<file path="src/rtl/router_out_arbiter.sv">
// Five-input round-robin output-port arbiter for a mesh router: whole-packet grants, 1-cycle read latency.
// Optional stall watchdog enabled by defining ARB_WATCHDOG_EN.
module router_out_arbiter #(
    parameter int PKT_FLITS   = 4,
    parameter int WDOG_CYCLES = 16
) (
    input  logic        clk,
    input  logic        rst,
    input  logic [4:0]  req,
    input  logic [39:0] in_data,
    input  logic        out_ready,
    output logic [4:0]  rd,
    output logic [4:0]  grant,
    output logic [7:0]  out_data,
    output logic        out_write,
    output logic        abort
);
    localparam logic IDLE = 1'b0;
    localparam logic XFER = 1'b1;

    logic            state;
    logic [2:0]      ptr;
    logic [2:0]      cur;
    logic [3:0]      cnt;
    logic [2:0]      win;
    logic            found;
    logic [4:0][7:0] in_lane;

    for (genvar i = 0; i < 5; i++) begin : g_lane
        assign in_lane[i] = in_data[8*i +: 8];
    end

    // Empty on legal settings; elaborates only when a parameter is out of range.
    if (WDOG_CYCLES < 2 || WDOG_CYCLES > 255 || PKT_FLITS < 1 || PKT_FLITS > 8) begin : g_param_range_bad
    end

    function automatic logic [2:0] wrap5(input logic [2:0] p, input int k);
        int s;
        s = int'(p) + k;
        if (s >= 5) s = s - 5;
        return 3'(s);
    endfunction

    // Search ptr+1 .. ptr+5 so the last owner has lowest priority and a lone requester always wins.
    always_comb begin
        win   = ptr;
        found = 1'b0;
        for (int k = 1; k <= 5; k++) begin
            if (!found && req[wrap5(ptr, k)]) begin
                found = 1'b1;
                win   = wrap5(ptr, k);
            end
        end
    end

    assign rd = (!rst && state == XFER && out_ready) ? (grant & req) : 5'b0;

`ifdef ARB_WATCHDOG_EN
    logic [7:0] stall;
    logic       wdog_hit;

    assign wdog_hit = (state == XFER) && (rd == 5'b0) && (stall == 8'(WDOG_CYCLES - 1));

    always_ff @(posedge clk) begin
        if (rst) begin
            stall <= 8'd0;
            abort <= 1'b0;
        end else begin
            abort <= wdog_hit;
            if (state == XFER && rd == 5'b0 && !wdog_hit)
                stall <= stall + 8'd1;
            else
                stall <= 8'd0;
        end
    end
`else
    logic wdog_hit;

    assign wdog_hit = 1'b0;
    assign abort    = 1'b0;
`endif

    always_ff @(posedge clk) begin
        if (rst) begin
            state     <= IDLE;
            grant     <= 5'b0;
            ptr       <= 3'd4;
            cur       <= 3'd0;
            cnt       <= 4'd0;
            out_write <= 1'b0;
            out_data  <= 8'd0;
        end else begin
            out_write <= |rd;
            if (|rd) out_data <= in_lane[cur];
            case (state)
                IDLE: begin
                    if (|req) begin
                        grant <= 5'b1 << win;
                        cur   <= win;
                        state <= XFER;
                    end
                end
                XFER: begin
                    if (|rd) begin
                        if (cnt == 4'(PKT_FLITS - 1)) begin
                            state <= IDLE;
                            ptr   <= cur;
                            cnt   <= 4'd0;
                            grant <= 5'b0;
                        end else begin
                            cnt <= cnt + 4'd1;
                        end
                    end else if (wdog_hit) begin
                        state <= IDLE;
                        ptr   <= cur;
                        cnt   <= 4'd0;
                        grant <= 5'b0;
                    end
                end
                default: state <= IDLE;
            endcase
        end
    end
endmodule

</file>
<file path="config.mk">
export PLATFORM = sky130hd
export DESIGN_NAME = router_out_arbiter
export DESIGN_NICKNAME = d
export VERILOG_FILES = /design/src/rtl/router_out_arbiter.sv
export SDC_FILE = /design/constraint.sdc
export NUM_CORES = 1
export LEC_CHECK = 0
export ABC_AREA = 1
export CAP_MARGIN = 20
export CORE_ASPECT_RATIO = 1.4
export CORE_MARGIN = 8
export CORE_UTILIZATION = 52
export CTS_CLUSTER_SIZE = 40
export DETAILED_ROUTE_END_ITERATION = 10
export PLACE_DENSITY_LB_ADDON = 0.1
export SYNTH_ARGS = -nofsm -noshare
export SYNTH_HDL_FRONTEND = slang
export SYNTH_SLANG_ARGS = --single-unit
</file>
<file path="constraint.sdc">
create_clock -name clk -period 7.7 [get_ports clk]
set_input_delay 0.77 -clock clk [delete_from_list [all_inputs] [get_ports clk]]
set_output_delay 0.77 -clock clk [all_outputs]
set_load 0.005 [all_outputs]
</file>
After elaboration in Yosys (flattened, before gate mapping)
Cells that the tools add are included.
W data, S select, Z words.
- add/subtract/negate cells: 11
- multiplexer cells: 36
- equality and inequality tests: 4
- shift operators: 1
- $lt $le $gt $ge: 11
- reduce and logical (&&, ||, !) cells: 17
- bitwise logic cells: 2
- operators with widths (kind ; number):
    $mux W3 ; 10
    $bmux W8 S3 ; 1
    $lt A3 B4 Y1 const B ; 6
    $ge A4 B3 Y1 const B ; 5
    $mux W5 ; 4
    $bmux W1 S3 ; 5
    $sub A3 B3 Y3 const B ; 5
    $mux W1 ; 12
    $pmux W5 S2 ; 1
    $reduce_or A5 Y1 ; 2
    $add A3 B2 Y4 const B ; 2
    $add A3 B3 Y4 const B ; 2
    $mux W8 ; 1
    $logic_and A1 B1 Y1 ; 6
    $reduce_and A3 Y1 ; 2
    $and A5 B5 Y5 ; 1
    $logic_not A1 Y1 ; 5
    $shl A1 B3 Y5 const A ; 1
    $add A3 B1 Y4 const B ; 1
    $add A4 B1 Y4 const B ; 1
    $eq A4 B2 Y1 const B ; 1
    $mux W4 ; 1
    $ne A2 B1 Y1 const B ; 2
    $reduce_and A2 Y1 ; 2
    3 further kinds ; 3
- input port bits: 48
- register bits after elaboration: 25
- word-level logic and storage cells: 89

Longest topological paths before layout
- word-level depth: 21
- depth in mapped cells: 22
- mapped depth without buffers: 22

Worst setup path before layout
OpenSTA, ideal clock, no wires.
- path kind: register to register
- start: reg ptr[0]
- end: reg grant[2]
- stages on the path, launching flop included: 19
- path slack: 5086 ps
- period minus slack after synthesis: 2614 ps
- data arrival time: 2544 ps
- cell sequence: dfxtp_1 > inv_2 > ha_1 > inv_1 > fa_1 > inv_1 > nand2_1 > nand2_1 > inv_1 > nand4_1 > a21boi_4 > nand2_4 > nor2_4 > nand2_2 > nand3_1 > nand2_1 > nor2_2 > nand3_1 > a21oi_1
- cells in the longest elaborated chain, start to end: 21
- elaborated cells between the ends (all ways): 50
- those cells by class: 10 x add/sub; 5 x order compare; 1 x shift; 26 x mux; 8 x reduce/logical
- RTL lines (element ; RTL line ; source):
    start: declaration ; 22 ; logic [2:0] ptr;
    start signal: assignment ; 107 ; ptr <= cur;
    start signal: assignment ; 115 ; ptr <= cur;
    $add A3 B1 Y4 ; 39 ; s = int'(p) + k;
    $ge A4 B3 Y1 / $sub A3 B3 Y3 (equally long branches) ; 40 ; if (s >= 5) s = s - 5;
    $mux W3 ; 40 ;
    $bmux W1 S3 ; 49 ; if (!found && req[wrap5(ptr, k)]) begin
    $mux W1 (implied by the code) ; 49 ;
    $mux W1 ; 49 ;
    $logic_not A1 Y1 ; 49 ;
    $logic_and A1 B1 Y1 ; 49 ;
    [... 5 more ...] ; n/a ;
    $logic_and A1 B1 Y1 ; 49 ;
    $mux W1 ; 49 ;
    $logic_not A1 Y1 ; 49 ;
    $logic_and A1 B1 Y1 ; 49 ;
    $mux W3 * ; 49 ;
    $shl A1 B3 Y5 * ; 98 ; grant <= 5'b1 << win;
    $mux W5 * ; 97 ; if (|req) begin
    $pmux W5 S2 * ; 95 ; case (state)
    end signal: assignment ; 98 ;
    end: declaration ; 13 ; output logic [4:0] grant,
Every way passes the cells marked *; elsewhere a longest branch is shown, timed or not. The select of a mux whose other input is x is not followed.
A chain may end at the register's enable or synchronous reset.

Worst setup path after layout
Ends and elaborated chain as after synthesis.

==> metrics.csv <==
stage;metric;value;unit
setup_path;Critical Path Sink Type;flip-flop;
run_status;status;finished, final reports clean;
placed_design;pre-CTS setup slack;4.24;ns
setup_path;Worst R2R End;grant[2];
timing;Final period util;0.443;
grt;antenna violations before repair;0;
worst_hold_path;Hold Crit Start;grant[4];
floorplanning;Core Box Area;4430;sq um
layout;nets@finish;493;
synth;Ys Warns;0;
timing;Max Transition Viols Final;0;
route;Final ANT Viol Nets;0;
synth;top-count cell post-synth;nand2_1;
synth;Post-synth EDFFs;0;
clocking;TritonCTS clock tree;yes;
flow_run;Max Cap Viol;0;
route;total length of routed wires;7140;um
synth;Top FF cell, synth;dfxtp_1;
layout;final core occ;0.691;
clocking;clock tree buffer depth;2;
route;wire length per cell;14.5;um
setup_path;reg-to-reg setup timing slack;4.29;ns
setup_path;Critical Path RT;7.90;ns
placed_design;port bufs;66;
setup_path;Crit-path slowest cell;dfxtp_1;
route;initial DRC count;141;
timing;final hold viol count;0;
layout;n_diodes;0;
placed_design;post-DP HPWL;5770;um
floorplanning;Die Footprint;6930;sq um
setup_path;Worst Reg2Reg Path Length in Cells;16;
clocking;CTS buffer count;3;
synth;top cell type's share of synthesized area;0.214;
timing;max_slew headroom;0.571;
power_and_ir_drop;Leak;1.30;nW
synth;post-synthesis register bit count;25;
synth;Syn Nets;436;
timing;crit path time final;3.41;ns
synth;syn_area_per_cell;6.22;sq um
clocking;Post-CTS Resized;0;
power_and_ir_drop;worst vdd ir;0.124;mV
timing;fmax;0.293;GHz
worst_hold_path;worst min-delay path class;reg -> reg;
floorplanning;die width;72.7;um
setup_path;CP startpoint kind;flip-flop;
worst_hold_path;Hold Path Stages;2;
setup_path;largest incremental delay on the critical path;0.74;ns
timing;RSZ-0062 raised after global routing;false;
clocking;clock sink count;25;
layout;area delta synth->final;30.7;%
floorplanning;row cnt;29;
setup_path;critical path class;reg -> reg;
setup_path;critical path's most frequent cell;nand3_1;
setup_path;worst-path maximum fanout;15;
clocking;hold buffers post-CTS;0;
clocking;clock latency on the worst-skew pair;0.26;ns
grt;vias in the first global route;2741;
layout;share of cells above drive strength 1;0.0718;
timing;WHS;0.504;ns
setup_path;crit path cell chain;inv_2 -> ha_1 -> ha_1 -> nand2_1 -> nand2_2 -> o21ai_0 -> nand3_1 -> nand2_1 -> nand2_1 -> nand2_2 -> nand3_1 -> nand3_1 -> nand3_1 -> a21oi_1 -> nand3_1 -> a21oi_1;
power_and_ir_drop;pwr/cell area;97.0;nW/um^2
setup_path;reg2reg start;ptr[0];
synth;ranking of synthesized cells by area;dfxtp_1 21%, nand2_1 13%, nand3_1 9.2%;
timing;final worst slack;4.29;ns
clocking;postcts setup bufs;0;
route;Vias per Instance;5.55;
floorplanning;Starting Density;0.529;
synth;area leader, netlist;dfxtp_1;
placed_design;GPL Wtd Cong;0.961;
clocking;CTS clk-pin slew, worst paths;0.08;ns
grt;largest net degree at the start of global routing;25;
timing;clock skew;0.00513;ns
worst_hold_path;Hold EP;grant[4];
setup_path;WP buf/inv;1;
synth;Mapped Area;2340;sq um
grt;first-pass GRT wire length;11800;um
grt;grt total ovfl;0;
clocking;H-tree Lvls;1;
synth;Async S/R FF share, synth;0;
power_and_ir_drop;PnR Total Power;297;uW
clocking;root buffer cell;clkbuf_8;
route;via count;2742;
floorplanning;Die Ht;95.4;um
route;DRC viols;0;
synth;post-synthesis sequential area ratio;0.214;
grt;GRT Util Overall;0.208;
synth;synth cell count leaders;82 x nand2_1, 43 x nand3_1, 37 x inv_1;
timing;Setup TNS;0;ns
setup_path;CP Data Arrival Time;3.61;ns
setup_path;delay-heaviest family, CP;simple AND/OR/NAND/NOR gates;
timing;Least-Margin Pin Slew;0.643;ns
route;DRT Pass-1 Iters;4;
timing;final count of negative-setup-slack endpoints;0;
synth;Mapped Cells;376;
synth;Cell variety after synth;35;
floorplanning;number of I/O pins;68;
-- worst max-delay path by stage --
| stage | startpoint | slack [ns] | endpoint | cells past startpoint |
|---|---|---|---|---|
| 2_1_floorplan | ptr[0] | 5.09 | grant[2] | 18 |
| 3_3_place_gp | rst | 4.36 | rd[4] | 5 |
| 3_5_place_dp | rst | 4.24 | ptr[0] | 9 |
| 4_1_cts | rst | 4.29 | rd[3] | 5 |
| 5_1_grt | ptr[0] | 3.91 | grant[2] | 16 |
| 6_report | ptr[0] | 4.29 | grant[2] | 16 |
-- stage by stage --
stage	instance area (sq um)	instances
4_1_cts	3060	494
5_1_grt	3060	494
3_5_place_dp	3010	490
6_report	3060	494
2_1_floorplan	2340	376
3_3_place_gp	3010	490
-- routing by layer --
metal  global-route usage  routed length (um)
met1                0.197                2830
met2                0.403                3730
met3               0.0589                 445
met4               0.0888                 138
met5                    0                   0
-- placed cells by master, fill, tap and decap left out, types with 2 or more instances in the layout --
| cell type | n |
|---|---|
| a21oi_1 | 17 |
| a31oi_1 | 9 |
| clkbuf_8 | 3 |
| clkdlybuf4s50_1 | 66 |
| dfxtp_1 | 25 |
| ha_1 | 11 |
| inv_1 | 37 |
| inv_2 | 2 |
| nand2_1 | 82 |
| nand2_2 | 11 |
| nand2_4 | 2 |
| nand3_1 | 43 |
| nand3_2 | 2 |
| nand3_4 | 3 |
| nand3b_1 | 2 |
| nand4_1 | 19 |
| nor2_1 | 32 |
| nor2_2 | 2 |
| nor3_1 | 3 |
| o211ai_1 | 3 |
| o21ai_0 | 34 |
| o21ai_1 | 3 |
| o21ai_2 | 2 |
| o22ai_1 | 8 |
| xnor2_1 | 2 |
-- flip-flops by register name, summed over array words and instances (netlist names) --
name and count:
cnt 4, cur 3, grant 5, out_data 8
out_write 1, ptr 3, state 1
-- cells by family (layout without fill, tap and decap cells) --
logic type / after synthesis / in the layout / synth area share
compound gates: 78 / 78 / 0.193
xor+xnor: 3 / 3 / 0.0112
fa+ha+maj: 12 / 12 / 0.0674
buf+inv: 54 / 110 / 0.0914
flops: 25 / 25 / 0.214
other cells: 1 / 1 / 0.00160
simple gates: 203 / 203 / 0.421
-- report_power, final --
group | switching [mW] | internal, mW
Sequential | 0.00669 | 0.133
Clock | 0.0387 | 0.0369
Combinational | 0.0400 | 0.0411
Total | 0.0854 | 0.211
-- worst reg2reg max path: cells and delay by family, from the launching register on --
family / cells / cell delay [ns]
flops: 1 / 0.74
buf+inv: 1 / 0.25
fa+ha+maj: 2 / 0.57
compound gates: 3 / 0.74
simple gates: 10 / 1.04
-- area by class of cell --
class                           instances  area [sq um]
Tap cell                               62          77.6
Sequential cell                        25           500
Clock buffer                            4          45.0
Inverter                               40           150
Fill cell                             425          1370
Multi-Input combinational cell        297          1630
Timing Repair Buffer                   66           661
Power figures use the tool's default switching activity.
